### src/rtl/parity_stream_engine.sv
// Multi-lane XOR/XNOR parity engine on a valid/ready stream, with an optional
// ACC_LEN-beat frame accumulate mode and a single registered output entry.
module parity_stream_engine #(
  parameter int WIDTH    = 2,
  parameter int CHANNELS = 2,
  parameter int ACC_LEN  = 4,
  parameter int CNT_W    = 8
) (
  input  logic                      Clock,
  input  logic                      Reset_n,
  input  logic                      In_valid,
  output logic                      In_ready,
  input  logic [CHANNELS*WIDTH-1:0] In_data,
  input  logic [1:0]                Mode_in,
  output logic                      Out_valid,
  input  logic                      Out_ready,
  output logic [CHANNELS-1:0]       Out_parity,
  output logic [CNT_W-1:0]          Frame_cnt,
  output logic                      Busy
);

  localparam int BC_W = (ACC_LEN > 2) ? $clog2(ACC_LEN) : 1;

  typedef enum logic {
    IDLE  = 1'b0,
    ACCUM = 1'b1
  } state_t;

  typedef enum logic [1:0] {
    MODE_XOR  = 2'b00,
    MODE_XNOR = 2'b01,
    MODE_ACC  = 2'b10,
    MODE_XOR2 = 2'b11
  } mode_t;

  state_t              state, state_nx;
  logic [BC_W-1:0]     beat_cnt, beat_cnt_nx;
  logic [CHANNELS-1:0] acc, acc_nx;
  logic [CHANNELS-1:0] lane_par;
  logic [CHANNELS-1:0] parity_nx;
  logic                valid_nx;
  logic                free, accept, xfer, final_beat;
  mode_t               mode;

  assign mode = mode_t'(Mode_in);

  always_comb begin
    lane_par = '0;
    for (int k = 0; k < CHANNELS; k++) begin
      lane_par[k] = ^In_data[k*WIDTH +: WIDTH];
    end
  end

  // The output entry can take a new result when empty or when draining this cycle.
  assign free       = !Out_valid || Out_ready;
  assign final_beat = (state == ACCUM) && (beat_cnt == BC_W'(ACC_LEN - 1));
  assign In_ready   = ((state == ACCUM) && !final_beat) ? 1'b1 : free;
  assign accept     = In_valid && In_ready;
  assign xfer       = Out_valid && Out_ready;
  assign Busy       = (state == ACCUM);

  // NOTE: every signal written here gets a default first so no latch is inferred.
  always_comb begin
    state_nx    = state;
    beat_cnt_nx = beat_cnt;
    acc_nx      = acc;
    parity_nx   = Out_parity;
    valid_nx    = Out_valid && !xfer;

    if (accept) begin
      unique case (state)
        IDLE: begin
          // The ACCUM state itself records the accumulate mode for the rest of the frame.
          unique case (mode)
            MODE_ACC: begin
              acc_nx      = lane_par;
              beat_cnt_nx = BC_W'(1);
              state_nx    = ACCUM;
            end
            MODE_XNOR: begin
              parity_nx = ~lane_par;
              valid_nx  = 1'b1;
            end
            default: begin
              parity_nx = lane_par;
              valid_nx  = 1'b1;
            end
          endcase
        end
        ACCUM: begin
          if (final_beat) begin
            parity_nx   = acc ^ lane_par;
            valid_nx    = 1'b1;
            beat_cnt_nx = '0;
            state_nx    = IDLE;
          end else begin
            acc_nx      = acc ^ lane_par;
            beat_cnt_nx = beat_cnt + BC_W'(1);
          end
        end
        default: state_nx = IDLE;
      endcase
    end
  end

  // NOTE: sequential state uses non-blocking assignments so all registers update together.
  always_ff @(posedge Clock) begin
    if (!Reset_n) begin
      state      <= IDLE;
      beat_cnt   <= '0;
      acc        <= '0;
      Out_valid  <= 1'b0;
      Out_parity <= '0;
      Frame_cnt  <= '0;
    end else begin
      state      <= state_nx;
      beat_cnt   <= beat_cnt_nx;
      acc        <= acc_nx;
      Out_valid  <= valid_nx;
      Out_parity <= parity_nx;
      if (xfer) begin
        Frame_cnt <= Frame_cnt + CNT_W'(1);
      end
    end
  end

endmodule

### config.mk
export PLATFORM = sky130hd
export DESIGN_NAME = parity_stream_engine
export DESIGN_NICKNAME = d
export VERILOG_FILES = /design/src/rtl/parity_stream_engine.sv
export SDC_FILE = /design/constraint.sdc
export NUM_CORES = 1
export LEC_CHECK = 0
export ABC_AREA = 1
export CAP_MARGIN = 20
export CORE_AREA = 2 2 54 56
export CTS_CLUSTER_DIAMETER = 60
export DETAILED_ROUTE_END_ITERATION = 12
export DIE_AREA = 0 0 56 58
export GPL_ROUTABILITY_DRIVEN = 0
export SLEW_MARGIN = 30
export SYNTH_ARGS = -nofsm -noshare
export SYNTH_HDL_FRONTEND = slang
export SYNTH_SLANG_ARGS = --single-unit
### constraint.sdc
create_clock -name Clock -period 2.2 [get_ports Clock]
set_input_delay 0.44 -clock Clock [delete_from_list [all_inputs] [get_ports Clock]]
set_output_delay 0.44 -clock Clock [all_outputs]
set_load 0.005 [all_outputs]
# After elaboration in Yosys (flattened, before gate mapping)
# Cells that the tools add are included.
totals:
  word_cells: 49
  register_bits: 16
  output_inout_bits: 13
op_classes:
  bitwise: 3
  n_eq_ne: 7
  addsub: 2
  n_reduce_logical: 14
  muxes: 17
op_table:
  columns: ["cell", "count"]
  rows:
  - ["$pmux 2 s2", 4]
  - ["$mux 2", 5]
  - ["$add 8x1->8 const B", 1]
  - ["$mux 1", 6]
  - ["$reduce_and 3->1", 2]
  - ["$logic_and 1x1->1", 5]
  - ["$eq 2x2->1 const B", 2]
  - ["$ne 2x1->1 const B", 2]
  - ["$ne 2x2->1 const B", 2]
  - ["$pmux 1 s2", 2]
  - ["$reduce_xor 2->1", 2]
  - ["$logic_not 1->1", 3]
  - ["$add 2x1->2 const B", 1]
  - ["$eq 2x1->1 const B", 1]
  - ["$not 2->2", 1]
  - ["$reduce_and 2->1", 1]
  - ["$xor 2x2->2", 1]
  - ["$logic_or 1x1->1", 1]
  - ["$not 1->1", 1]

# Longest topological paths before layout
# Gate-level depths: netlist (run 1).
logic_depth:
  depth_word: 7
  ltp_mapped: 9

# Least setup slack after synthesis (run 1)
# No wires, ideal clock.
synth_timing:
  path_kind: "flip-flop to flip-flop"
  from: "register beat_cnt[0]"
  to: "register Out_parity[0]"
  period_less_slack_ps: 1233
  arrival_time_ps: 1122
  slack_ps: 967
  t_required_ps: 2090
  path_stages_with_launch: 10
  path_cell_list: "dfxtp_1 -> ha_1 -> inv_1 -> nand2_4 -> nand2_1 -> nand2_1 -> nor2_2 -> nand2_1 -> nor2_2 -> nor2_1"
synth_between:
  elab_chain_len: 7
synth_rtl:
  columns: ["item", "line", "text"]
  rows:
  - ["from (decl)", "37", "logic [BC_W-1:0] beat_cnt, beat_cnt_nx;"]
  - ["from (signal assigned)", "117", "beat_cnt <= beat_cnt_nx;"]
  - ["$eq 2x2->1", "56", "assign final_beat = (state == ACCUM) && (beat_cnt == BC_W'(ACC_LEN - 1));"]
  - ["$logic_and 1x1->1", "56", null]
  - ["$logic_not 1->1", "57", "assign In_ready = ((state == ACCUM) && !final_beat) ? 1'b1 : free;"]
  - ["$logic_and 1x1->1", "57", null]
  - ["$mux 1", "57", null]
  - ["via In_ready", "12", "output logic In_ready,"]
  - ["$logic_and 1x1->1", "58", "assign accept = In_valid && In_ready;"]
  - ["$reduce_and 3->1 (no source line)", null, null]
  - ["to (signal assigned)", "120", "Out_parity <= parity_nx;"]
  - ["to (decl)", "17", "output logic [CHANNELS-1:0] Out_parity,"]
# The timed path passes the listed nets, and every way through them passes these cells.
# A chain may end at the register's enable or synchronous reset.

# Worst setup path in the final report (run 1)
layout_timing:
  from: "input Out_ready"
  to: "output In_ready"
layout_between:
  elab_chain_len: 2
layout_rtl:
  columns: ["item", "line", "text"]
  rows:
  - ["from (decl)", "16", "input logic Out_ready,"]
  - ["$logic_or 1x1->1", "55", "assign free = !Out_valid || Out_ready;"]
  - ["$mux 1", "57", null]
  - ["to (decl)", "12", null]
# No other way between the ends.

==> results.py, run 1 <==
metrics = {
    "outcome": {
        "status": "finished, final reports clean",
    },
    "power": {
        "pwr_density_cell_nw_per_um2": 515.7,
        "vdd_ir_drop_max_v": 0.0005607,
        "p_total_w": 0.0006485,
        "cellLeakagePower_nw": 0.5602,
    },
    "placement": {
        "placed_cell_area_um2": 1221,
        "port-buffer-count": 22,
        "dp_hpwl_um": 1624,
        "dp_worst_setup_slack_ps": 111.0,
    },
    "floorplanning": {
        "die_height_um": 58,
        "dieWidth_um": 56,
        "dieArea_um2": 3248,
        "num_rows": 19,
        "core_region_area_um2": 2663,
        "floorplan.io_pins": 23,
        "initial_core_util_pct": 36.47,
    },
    "grt": {
        "antenna_violations_before_repair": 0,
        "grt_first_pass_wirelength_um": 3560,
        "grtUsageMet3_pct": 2.679,
        "met1_usage_pct": 16.94,
        "globalRouteMet2Util_pct": 24.20,
        "grt-ovfl-total": 0,
        "gr-max-usage-layer": "met2",
        "grt_start_max_net_pins": 13,
        "global_route.usage.total_pct": 13.55,
        "first_global_vias": 872,
    },
    "worst_setup_path": {
        "worst_ep_arrival_time_ps": 1650,
        "critPathCaptureType": "output pin",
        "criticalPathCategory": "in2out",
        "start_kind": "input port",
        "crit_required_ps": 1760,
        "crit_path_max_fanout": 3,
    },
    "final_layout": {
        "antenna_cells": 0,
        "synthToLayoutAreaGrowth_pct": 29.51,
        "nNetsFinal": 193,
        "post-route-util_pct": 47.23,
        "post_route_cells_drive_above_1_share_pct": 11.11,
        "stdcell_area_um2": 1257,
    },
    "clock_network": {
        "clockRootBuffer": "sky130_fd_sc_hd__clkbuf_4",
        "cts.path.max_buffers": 2,
        "post_cts.resized_instances": 0,
        "clkSinkCount": 16,
        "htree_num_levels": 1,
        "post_cts.repair.setup_buffers": 0,
        "tritoncts_clock_tree": "built",
        "cts_made_buffers": 3,
        "post_cts_hold_buffer_count": 0,
        "cts.reportedPaths.clkPinSlew_ps": 100,
        "clock_latency_ps": 290,
    },
    "sta": {
        "setup_viol": 0,
        "finalWorstSetupSlack_ps": 112.8,
        "grt_setup_unrepaired": "no",
        "maxClockFrequency_mhz": 479.1,
        "fin_crit_ps": 2087,
        "finalSetupTns_ps": 0,
        "fin_crit_sh_pct": 94.87,
        "clock-skew-final_ps": 7.099,
        "slew_violations": 0,
        "hold_violations": 0,
        "max-slew-margin-rel_pct": 73.95,
        "timing_worst_slew_pin_value_ps": 389.6,
    },
    "routing": {
        "number_of_remaining_drc_errors": 0,
        "drt.antenna.violating_nets": 0,
        "drtIter0Drc": 30,
        "routed-via-count": 993,
        "routed_length_per_instance_um": 9.787,
        "dr.pass1.iters": 4,
        "wirelength_um": 2065,
        "vias_per_cell": 4.706,
    },
    "logic_synthesis": {
        "cell_with_the_most_instances_after_synthesis": "sky130_fd_sc_hd__nand2_1",
        "synth_top_area_share_pct": 32.99,
        "syn_nets": 167,
        "synth_cells": 155,
        "netlist-cell-type-count": 19,
        "share_of_async_settable_or_async_resettable_flops_after_synthesis_pct": 0,
        "synthFlopType": "sky130_fd_sc_hd__dfxtp_1",
        "post_synthesis_sequential_area_ratio_pct": 32.99,
        "synth-seq-cells": 16,
        "most_instantiated_cells_after_synthesis": "48 x sky130_fd_sc_hd__nand2_1, 25 x sky130_fd_sc_hd__nor2_1, 19 x sky130_fd_sc_hd__inv_1",
        "post-synth-top-area-cell": "sky130_fd_sc_hd__dfxtp_1",
        "synth_enable_flop_cells": 0,
        "post_synth.cell_area_avg_um2": 6.264,
        "syn_area_um2": 970.9,
        "synthesis.yosys.warnings": 0,
        "synth_area_leaders": "sky130_fd_sc_hd__dfxtp_1 33%, sky130_fd_sc_hd__nand2_1 19%, sky130_fd_sc_hd__nor2_1 9.7%",
    },
    "min_path": {
        "worstHoldPathType": "reg2reg",
    },
    "job": {
        "maxCapViolations": 0,
    },
}
layer usage:
| metal | share of wire [%] | up-vias |
|---|---|---|
| met5 | 0 | - |
| met4 | 0.68 | 0 |
| met3 | 5.2 | 2 |
| met2 | 49 | 23 |
| met1 | 45 | 438 |
| li1 | - | 530 |
per-stage QoR:
stage,instances,hold WS [ps]
2_1_floorplan,155,448.3
3_3_place_gp,207,463.5
3_5_place_dp,207,467.4
4_1_cts,211,483.0
5_1_grt,211,505.7
6_report,211,481.3
logic make-up (layout without fill, tap and decap cells):
kind of cell | after synthesis | after routing | synth area share (%)
AO/OA/AOI/OAI | 10 | 10 | 6.572
XOR/XNOR | 1 | 1 | 0.9022
adder cells (fa/ha/maj) | 2 | 2 | 2.577
buffers and inverters | 23 | 48 | 9.794
flip-flops | 16 | 16 | 32.99
AND/OR/NAND/NOR | 103 | 103 | 47.17
critical path, stage by stage:
cell	delay (ps)
sky130_fd_sc_hd__clkdlybuf4s50_1	530
sky130_fd_sc_hd__nor2_4	70
sky130_fd_sc_hd__nand2_1	100
sky130_fd_sc_hd__clkdlybuf4s50_1	500
final timing paths:
kind | from | cells past startpoint | slack (ps) | end
worst min-delay path | Frame_cnt[6] | 2 | 480 | Frame_cnt[6]
worst min register to register | Frame_cnt[6] | 2 | 480 | Frame_cnt[6]
worst max register to register | beat_cnt[0] | 9 | 800 | Out_parity[1]
worst max-delay path | Out_ready | 4 | 110 | In_ready
area by class of cell:
cell class / instances / area, µm²
well taps: 31 / 38.79
multi-input cells: 116 / 555.5
clock buffers: 4 / 36.28
repair buffers: 23 / 227.7
inverters: 21 / 78.83
flip-flops and latches: 16 / 320.3
fillers: 272 / 1405
power breakdown:
part	leakage (nW)	internal (W)	switching (W)
registers	0.130	0.000303	0.00000892
logic	0.409	0.0000646	0.0000756
clock network	0.0210	0.000101	0.0000961
total	0.560	0.000468	0.000181
state kept, by name (all words and copies together) (netlist names):
signal and count:
Busy 1, Frame_cnt 8, Out_parity 2, Out_valid 1
acc 2, beat_cnt 2
placed cells by master, fill, tap and decap left out:
cell type                         Yosys  final
sky130_fd_sc_hd__nand2_1             48     48
sky130_fd_sc_hd__nor2_1              25     25
sky130_fd_sc_hd__clkdlybuf4s50_1      0     22
sky130_fd_sc_hd__inv_1               19     19
sky130_fd_sc_hd__dfxtp_1             16     16
sky130_fd_sc_hd__nand3_1             16     16
sky130_fd_sc_hd__nand2_2              5      5
sky130_fd_sc_hd__a21oi_1              5      5
sky130_fd_sc_hd__nor2_2               4      4
sky130_fd_sc_hd__o21ai_0              4      4
sky130_fd_sc_hd__clkbuf_4             0      3
sky130_fd_sc_hd__nor2_4               2      2
sky130_fd_sc_hd__inv_2                2      2
sky130_fd_sc_hd__ha_1                 2      2
sky130_fd_sc_hd__nand2_4              1      1
sky130_fd_sc_hd__nand3b_1             1      1
sky130_fd_sc_hd__a21boi_4             1      1
sky130_fd_sc_hd__nand4_1              1      1
sky130_fd_sc_hd__xor2_1               1      1
sky130_fd_sc_hd__clkbuf_8             0      1
sky130_fd_sc_hd__buf_4                0      1
Note: power is estimated with default switching activity, not from simulation.
==> run 2: changes to the inputs <==
- HOLD_SLACK_MARGIN: default -> 0.02
==> results of run 2 <==
Final layout, timing and power as in run 1 (identical DEF).
